==> src/rtl/imem_loader.sv <==
`default_nettype none
// ============================================================================
// Module      : imem_loader
// Description : Boot-time instruction memory loader. Parses a length-prefixed,
//               XOR-checksummed byte stream, writes words from address 0 and
//               releases the processor reset once an image loads cleanly.
// Revision    : 1.0 - initial release
// ============================================================================
module imem_loader #(
    parameter int ADDR_WIDTH = 8
) (
    input  logic                  clk,
    input  logic                  resetn,
    input  logic                  start,
    input  logic                  s_valid,
    input  logic [7:0]            s_data,
    output logic                  s_ready,
    output logic                  imem_we,
    output logic [ADDR_WIDTH-1:0] imem_addr,
    output logic [15:0]           imem_wdata,
    output logic [ADDR_WIDTH:0]   word_count,
    output logic                  busy,
    output logic                  done,
    output logic                  err,
    output logic                  cpu_resetn
);

    localparam logic [2:0] c_ST_IDLE    = 3'd0;
    localparam logic [2:0] c_ST_LEN_HI  = 3'd1;
    localparam logic [2:0] c_ST_LEN_LO  = 3'd2;
    localparam logic [2:0] c_ST_DATA_HI = 3'd3;
    localparam logic [2:0] c_ST_DATA_LO = 3'd4;
    localparam logic [2:0] c_ST_CHK     = 3'd5;
    localparam logic [2:0] c_ST_DONE    = 3'd6;
    localparam logic [2:0] c_ST_ERROR   = 3'd7;

    localparam logic [16:0]         c_MAX_LEN = 17'(2 ** ADDR_WIDTH);
    localparam logic [ADDR_WIDTH:0] c_ONE     = (ADDR_WIDTH + 1)'(1);

    logic [2:0]            r_state;
    logic [2:0]            w_next_state;
    logic                  r_s_ready;
    logic                  r_busy;
    logic                  r_done;
    logic                  r_err;
    logic                  r_imem_we;
    logic [ADDR_WIDTH-1:0] r_imem_addr;
    logic [15:0]           r_imem_wdata;
    logic [ADDR_WIDTH:0]   r_word_count;
    logic [ADDR_WIDTH:0]   r_len;
    logic [7:0]            r_len_hi;
    logic [7:0]            r_data_hi;
    logic [7:0]            r_chk;

    logic                  w_xfer;
    logic                  w_start_ok;
    logic                  w_active_next;
    logic [15:0]           w_len;
    logic                  w_oversize;
    logic                  w_last_word;

    assign w_xfer        = s_valid & r_s_ready;
    assign w_start_ok    = start & ((r_state == c_ST_IDLE) || (r_state == c_ST_DONE) ||
                                    (r_state == c_ST_ERROR));
    assign w_len         = {r_len_hi, s_data};
    assign w_oversize    = {1'b0, w_len} > c_MAX_LEN;
    assign w_last_word   = (r_word_count + c_ONE) == r_len;
    assign w_active_next = (w_next_state >= c_ST_LEN_HI) && (w_next_state <= c_ST_CHK);

    always_ff @(posedge clk or negedge resetn) begin
        if (!resetn) begin
            r_state <= c_ST_IDLE;
        end else begin
            r_state <= w_next_state;
        end
    end

    always_comb begin
        w_next_state = r_state;
        case (r_state)
            c_ST_IDLE, c_ST_DONE, c_ST_ERROR: begin
                if (w_start_ok) w_next_state = c_ST_LEN_HI;
            end
            c_ST_LEN_HI: begin
                if (w_xfer) w_next_state = c_ST_LEN_LO;
            end
            c_ST_LEN_LO: begin
                if (w_xfer) begin
                    if (w_oversize)          w_next_state = c_ST_ERROR;
                    else if (w_len == 16'd0) w_next_state = c_ST_CHK;
                    else                     w_next_state = c_ST_DATA_HI;
                end
            end
            c_ST_DATA_HI: begin
                if (w_xfer) w_next_state = c_ST_DATA_LO;
            end
            c_ST_DATA_LO: begin
                if (w_xfer) w_next_state = w_last_word ? c_ST_CHK : c_ST_DATA_HI;
            end
            c_ST_CHK: begin
                if (w_xfer) w_next_state = (s_data == r_chk) ? c_ST_DONE : c_ST_ERROR;
            end
            default: w_next_state = c_ST_IDLE;
        endcase
    end

    // Status flags are decoded from the next state so they are clean flops.
    always_ff @(posedge clk or negedge resetn) begin
        if (!resetn) begin
            r_s_ready    <= 1'b0;
            r_busy       <= 1'b0;
            r_done       <= 1'b0;
            r_err        <= 1'b0;
            r_imem_we    <= 1'b0;
            r_imem_addr  <= '0;
            r_imem_wdata <= '0;
            r_word_count <= '0;
            r_len        <= '0;
            r_len_hi     <= '0;
            r_data_hi    <= '0;
            r_chk        <= '0;
        end else begin
            r_s_ready <= w_active_next;
            r_busy    <= w_active_next;
            r_done    <= (w_next_state == c_ST_DONE);
            r_err     <= (w_next_state == c_ST_ERROR);
            r_imem_we <= 1'b0;
            if (w_start_ok) begin
                r_word_count <= '0;
                r_chk        <= '0;
            end
            if (w_xfer) begin
                case (r_state)
                    c_ST_LEN_HI: r_len_hi <= s_data;
                    c_ST_LEN_LO: r_len    <= w_len[ADDR_WIDTH:0];
                    c_ST_DATA_HI: begin
                        r_data_hi <= s_data;
                        r_chk     <= r_chk ^ s_data;
                    end
                    c_ST_DATA_LO: begin
                        r_chk        <= r_chk ^ s_data;
                        r_imem_we    <= 1'b1;
                        r_imem_addr  <= r_word_count[ADDR_WIDTH-1:0];
                        r_imem_wdata <= {r_data_hi, s_data};
                        r_word_count <= r_word_count + c_ONE;
                    end
                    default: ;
                endcase
            end
        end
    end

    assign s_ready    = r_s_ready;
    assign busy       = r_busy;
    assign done       = r_done;
    assign err        = r_err;
    assign cpu_resetn = r_done;
    assign imem_we    = r_imem_we;
    assign imem_addr  = r_imem_addr;
    assign imem_wdata = r_imem_wdata;
    assign word_count = r_word_count;

endmodule
`default_nettype wire

==> config.mk <==
export PLATFORM = sky130hd
export DESIGN_NAME = imem_loader
export DESIGN_NICKNAME = d
export VERILOG_FILES = /design/src/rtl/imem_loader.sv
export SDC_FILE = /design/constraint.sdc
export NUM_CORES = 1
export LEC_CHECK = 0
export CELL_PAD_IN_SITES_DETAIL_PLACEMENT = 0
export CELL_PAD_IN_SITES_GLOBAL_PLACEMENT = 1
export CORE_MARGIN = 4
export CORE_UTILIZATION = 47
export CTS_BUF_LIST = sky130_fd_sc_hd__clkbuf_4
export CTS_CLUSTER_SIZE = 10
export DETAILED_ROUTE_END_ITERATION = 10
export HOLD_SLACK_MARGIN = 0.03
export PLACE_DENSITY_LB_ADDON = 0.1
export SYNTH_ARGS = -nofsm -noshare
export SYNTH_HDL_FRONTEND = slang
export SYNTH_SLANG_ARGS = --single-unit
==> constraint.sdc <==
create_clock -name clk -period 3.35 [get_ports clk]
set_clock_uncertainty 0.15 [all_clocks]
set_input_delay 0.335 -clock clk [delete_from_list [all_inputs] [get_ports clk]]
set_output_delay 0.335 -clock clk [all_outputs]
set_load 0.05 [all_outputs]
==> impl_metrics.toml, run 1 <==
[grt]
grt_usage_pct = 20.2
grt_max_degree = 37
antenna_found_initial = 0
grt_pass1_wl_um = 14100
first_global_vias = 2781
grt_overflow_total = 0

[sta]
rsz0062_at_grt = "false"
finalMaxSlewViolations = 0
final-setup-viol-count = 0
slew_headroom_pct = 44.5
setup_tns_ns = 0
hold_viol_final = 0
fmax_mhz = 375
hold_slack_ns = 0.315
final.setup.worst_slack_ns = 0.683
worstMarginPinSlew_ns = 0.833
fin_crit_sh_pct = 79.6
post-route-min-period_ns = 2.67

[placed_design]
gp_congestion = 0.887
dp_slack_ns = 0.405
port-buffer-count = 50
post-dp-hpwl_um = 5860
place_inst = 507

[clock_tree]
h-tree-depth = 3
clock_latency_ns = 0.41
numCtsBuffers = 9
cts_tree = "built"
cts.sinks = 73
clock_path_buffers = 2
root_buffer = "clkbuf_4"
clkSlewWorstSetupHoldPaths_ns = 0.13

[power]
power.density_nw_per_um2 = 864
power_frac_comb_pct = 46.6
p_clk_share_pct = 13.1
switchingPower_mw = 1.65
ir_drop_v = 0.000459
p_leak_nw = 1.92
power.internal_mw = 2.07
p_sw_share_pct = 44.3
seqPwrFrac_pct = 40.4

[worst_hold_path]
hold_path_depth = 2
hp-start = "r_data_hi[1]"
min_to = "imem_wdata[9]"
min_path_type = "flip-flop to flip-flop"

[floorplan]
floorplan.initialDensity_pct = 48.9
die_area_um2 = 9040
rows = 31
io_pins = 51
fp.dieH_um = 95.1
core_region_area_um2 = 7290
die_w_um = 95.1

[setup_path]
cp_max_fo = 3
startpoint_type = "flip-flop"
crit_path_end_kind = "flip-flop"
critical_path_class = "flip-flop to flip-flop"
rr_startpoint = "r_len_hi[5]"
startpoint = "r_len_hi[5]"
rrSetupSlack_ns = 0.68
reg2reg_to = "err"
cp.arrival_ns = 2.81
r2r_cells = 5
worstPathRequired_ns = 3.49

[route]
route.detailed.drc = 0
wl_um = 8230
routedWlPerCell_um = 15.7
vias = 2842
dr_wl_met2_um = 3850
dr.pass1.iters = 4
maxUsedRoutingLayer = "met4"
m1WireLength_um = 3860
drt-initial-drc-count = 178
viasPerCell = 5.42
final_antenna_net_count = 0
dr_wl_met3_um = 452

[run_status]
outcome = "complete, no violations"

[synth]
synth-seq-area-share_pct = 51.3
synth_ff_type = "dfrtp_1"
ys_warn_count = 0
synth_area_um2 = 3560
avgSynthCellArea_um2 = 9.63
synth-seq-cells = 73
synth_edf_count = 0
async_reset_ff_share_pct = 100
yosysUniqueCellTypes = 50
synth_nets = 383
synth_cells = 370

[layout]
antennaDiodeCount = 0
drive_gt1_share_pct = 14.4
layout_common_cells = "nand2_1, dfrtp_1, clkdlybuf4s50_1, o21ai_0, mux2_2"
syn_to_final_growth_pct = 20.8
finalNonFillerCells = 524
nets = 433
final_common_cell = "nand2_1"

[run]
drv_cap = 0
area by class of cell:
class                      instances  area (µm²)
fill                             669        2990
sequential                        73        1830
tap                               99         124
inverter                           3        11.3
clock inverter                     6        42.5
multi-input combinational        267        1610
clock buffer                      10        75.1
timing repair buffer              66         618
critical path, cell delays in order, from the launching register on:
cell and delay (ns):
dfrtp_1 0.39, or4_1 0.55, or4_1 0.43, o41ai_1 0.54, o21ai_0 0.29, and2_1 0.22
power groups by stage:
stage	Clock [mW]	Sequential [mW]	Combinational (mW)
after floorplan	0	1.87	0.840
after global placement	0	1.51	1.72
after detailed placement	0	1.51	1.75
after CTS	0.501	1.50	1.75
after global routing	0.535	1.56	1.89
final	0.485	1.50	1.73
worst max path at each step:
stage / end / slack, ns / cells after the start
detailed placement: r_state[1] / 0.40 / 6
CTS: err / 0.74 / 5
global placement: r_state[1] / 0.44 / 6
global route: err / 0.61 / 5
finish: err / 0.68 / 5
floorplan: r_state[1] / 0.89 / 6
cell usage after synthesis, drive strengths merged (3+ instances only):
master	instances	area share, %
a21oi	4	0.88
and2	4	0.70
and3b	3	0.74
buf	8	1.4
clkbuf	19	2.0
dfrtp	73	51
inv	3	0.32
mux2	25	7.9
nand2	94	9.9
nand3	6	0.84
nor2	22	2.3
nor2b	4	0.70
nor3	5	0.70
o21a	5	1.1
o21ai	30	4.2
o31ai	4	0.84
or4	7	1.8
xnor2	9	2.2
xor2	9	2.2
routing by layer:
metal,vias up,track usage [%]
met5,-,0
met4,0,4.57
met3,6,5.21
met2,83,30.3
met1,1393,29.4
li1,1360,-
registers in the layout, summed over array words and instances, names as in the netlist, 3 cells and up:
register,cells
r_data_hi,8
word_count,9
r_len,9
imem_wdata,16
r_len_hi,8
r_state,3
imem_addr,8
r_chk,8
kinds of logic after synthesis:
logic type | count (synthesis) | synth area share, %
AOI/OAI and AO/OA | 64 | 11.7
xor gates and xnor gates | 18 | 4.42
adders and majority gates | 1 | 0.351
buffers and inverters | 30 | 3.69
DFF | 73 | 51.3
muxes | 27 | 8.46
and+or+nand+nor | 157 | 20.1
what timing repair did:
item	4_1_cts	5_1_grt
setup buffers	0	0
hold buffers	1	0
gates resized for setup	0	0
endpoints found under the hold margin	34	0
per-stage QoR:
step                      utilization (%)  area (µm²)  total power [mW]
after floorplan                         -        3560              2.71
after global placement               57.3        4180              3.23
after detailed placement             57.3        4180              3.26
after CTS                            59.0        4300              3.75
after global routing                 59.0        4300              3.99
final                                59.0        4300              3.72
No activity file was read; power rests on OpenSTA's default activity.
==> inputs of run 2 (changes only) <==
--- a/config.mk
+++ b/config.mk
@@ -8,7 +8,7 @@
 export CELL_PAD_IN_SITES_DETAIL_PLACEMENT = 0
 export CELL_PAD_IN_SITES_GLOBAL_PLACEMENT = 1
 export CORE_MARGIN = 4
-export CORE_UTILIZATION = 47
+export CORE_UTILIZATION = 43
 export CTS_BUF_LIST = sky130_fd_sc_hd__clkbuf_4
 export CTS_CLUSTER_SIZE = 10
 export DETAILED_ROUTE_END_ITERATION = 10
==> constraint.sdc (replaced) <==
create_clock -name clk -period 2.49 [get_ports clk]
set_clock_uncertainty 0.15 [all_clocks]
set_input_delay 0.249 -clock clk [delete_from_list [all_inputs] [get_ports clk]]
set_output_delay 0.249 -clock clk [all_outputs]
set_load 0.05 [all_outputs]
==> impl_metrics.toml, run 2 (synthesis results as in run 1) <==
[run_status]
outcome = "complete, no violations"

[route]
final_antenna_net_count = 0
viasPerCell = 5.30
routedWlPerCell_um = 15.8
drt-initial-drc-count = 117
route.detailed.drc = 0
wl_um = 8450
dr.pass1.iters = 4
vias = 2833

[placed_design]
port-buffer-count = 50
post-dp-hpwl_um = 5870
gp_congestion = 0.862
dp_slack_ns = -0.269

[sta]
slew_headroom_pct = 37.9
rsz0062_at_grt = "false"
final-setup-viol-count = 0
worstMarginPinSlew_ns = 0.932
fmax_mhz = 423
final.setup.worst_slack_ns = 0.124
fin_crit_sh_pct = 95.0
post-route-min-period_ns = 2.37
hold_viol_final = 0
hold_slack_ns = 0.323
finalMaxSlewViolations = 0

[setup_path]
crit_path_end_kind = "flip-flop"
worstPathRequired_ns = 2.66
max_stage_delay_ns = 0.54
critPathSlowestCell = "or4_4"
crit_family = "simple AND/OR/NAND/NOR gates"
r2r_cells = 5
crit_top_cell = "or4_4"
cp.depth = 5
cp.arrival_ns = 2.54
path_buf_inv = 0
crit_end = "r_state[1]"
critical_path_class = "flip-flop to flip-flop"
cp_cell_sequence = "or4_4 -> or4_4 -> a21oi_4 -> or3b_1 -> o21a_1"
startpoint = "r_len_hi[5]"
rrSetupSlack_ns = 0.12
reg2reg_to = "r_state[1]"
rr_startpoint = "r_len_hi[5]"
cp_max_fo = 2
startpoint_type = "flip-flop"

[clock_tree]
cts_tree = "built"
clock_path_buffers = 2
h-tree-depth = 3
numCtsBuffers = 9
clkSlewWorstSetupHoldPaths_ns = 0.13
root_buffer = "clkbuf_4"
cts_setup_buffers = 0
clock_latency_ns = 0.42
cts.sinks = 73

[grt]
use_met2_pct = 27.9
grt_max_degree = 74
first_global_vias = 2833
grt_overflow_total = 0
grtUsageMet3_pct = 4.46
busiest_layer = "met2"
antenna_found_initial = 0
grt_usage_pct = 18.3
grt_pass1_wl_um = 14300
met1_usage_pct = 25.6

[floorplan]
core_region_area_um2 = 7890
floorplan.initialDensity_pct = 45.2
io_pins = 51
die_area_um2 = 9810
rows = 32
fp.dieH_um = 99.0
die_w_um = 99.0

[layout]
largest_reg_flops = 16
layout_common_cells = "nand2_1, dfrtp_1, clkdlybuf4s50_1, o21ai_0, mux2_2"
nets = 441
final_common_cell = "nand2_1"
fill_cells = 706
syn_to_final_growth_pct = 23.7
antennaDiodeCount = 0
drive_gt1_share_pct = 16.6

[run]
drv_cap = 0

[worst_hold_path]
min_path_type = "flip-flop to flip-flop"

[power]
ir_drop_v = 0.000714
p_leak_nw = 1.98
power.density_nw_per_um2 = 1190
run 2: report_power, final:
group | internal, mW | total (mW) | switching [mW]
clock | 0.336 | 0.780 | 0.444
sequential | 1.63 | 1.92 | 0.296
combinational | 1.03 | 2.53 | 1.51
run 2: worst reg2reg max path, delay by kind of cell, from the launching register on:
family / cells / cell delay, ns
flops: 1 / 0.40
simple gates: 3 / 1.41
compound gates: 2 / 0.32
run 2: cell type report:
class / count / area (µm²) / share of cell area (%)
clock buffers: 11 / 82.6 / 1.87
clock inverters: 5 / 63.8 / 1.45
inverters: 3 / 11.3 / 0.255
multi-input cells: 267 / 1620 / 36.7
flip-flops and latches: 73 / 1830 / 41.4
well taps: 102 / 128 / 2.89
repair buffers: 74 / 681 / 15.4
run 2: stage by stage:
stage	TNS [ns]	util, %	std cells	total power [mW]	cell area, µm²
after CTS	0	55.8	535	5.28	4400
after global placement	-0.577	53.8	518	4.43	4240
after floorplan	0	-	370	3.64	3560
after detailed placement	-0.744	53.8	518	4.48	4240
after global routing	0	55.9	535	5.60	4410
final	0	55.9	535	5.24	4410
run 2: worst min path at each step:
stage                                 to  slack (ns)  cells past startpoint    startpoint
after global placement    imem_wdata[13]        0.29                      2  r_data_hi[5]
after detailed placement      r_state[0]        0.30                      1        resetn
after CTS                  imem_wdata[9]        0.33                      2  r_data_hi[1]
after global routing      imem_wdata[13]        0.36                      2  r_data_hi[5]
final                      imem_wdata[9]        0.32                      2  r_data_hi[1]
after floorplan                     busy       -0.20                      0        resetn
run 2: per-layer routing:
metal / share of wire [%] / up-vias
li1: - / 1378
met1: 48 / 1383
met2: 46 / 61
met3: 4.9 / 11
met4: 1.3 / 0
met5: 0 / -
run 2: what timing repair did:
action / 4_1_cts / 5_1_grt
hold endpoints to repair: 73 / 0
setup endpoints to repair: 0 / 4
gates resized for setup: 0 / 2
hold buffers: 1 / 0
==> inputs of run 3 (changes only) <==
--- a/config.mk
+++ b/config.mk
@@ -10,7 +10,7 @@
 export CORE_MARGIN = 4
 export CORE_UTILIZATION = 43
 export CTS_BUF_LIST = sky130_fd_sc_hd__clkbuf_4
-export CTS_CLUSTER_SIZE = 10
+export CTS_CLUSTER_SIZE = 20
 export DETAILED_ROUTE_END_ITERATION = 10
 export HOLD_SLACK_MARGIN = 0.03
 export PLACE_DENSITY_LB_ADDON = 0.1
==> results of run 3 <==
Final layout, timing and power as in run 2 (identical DEF).
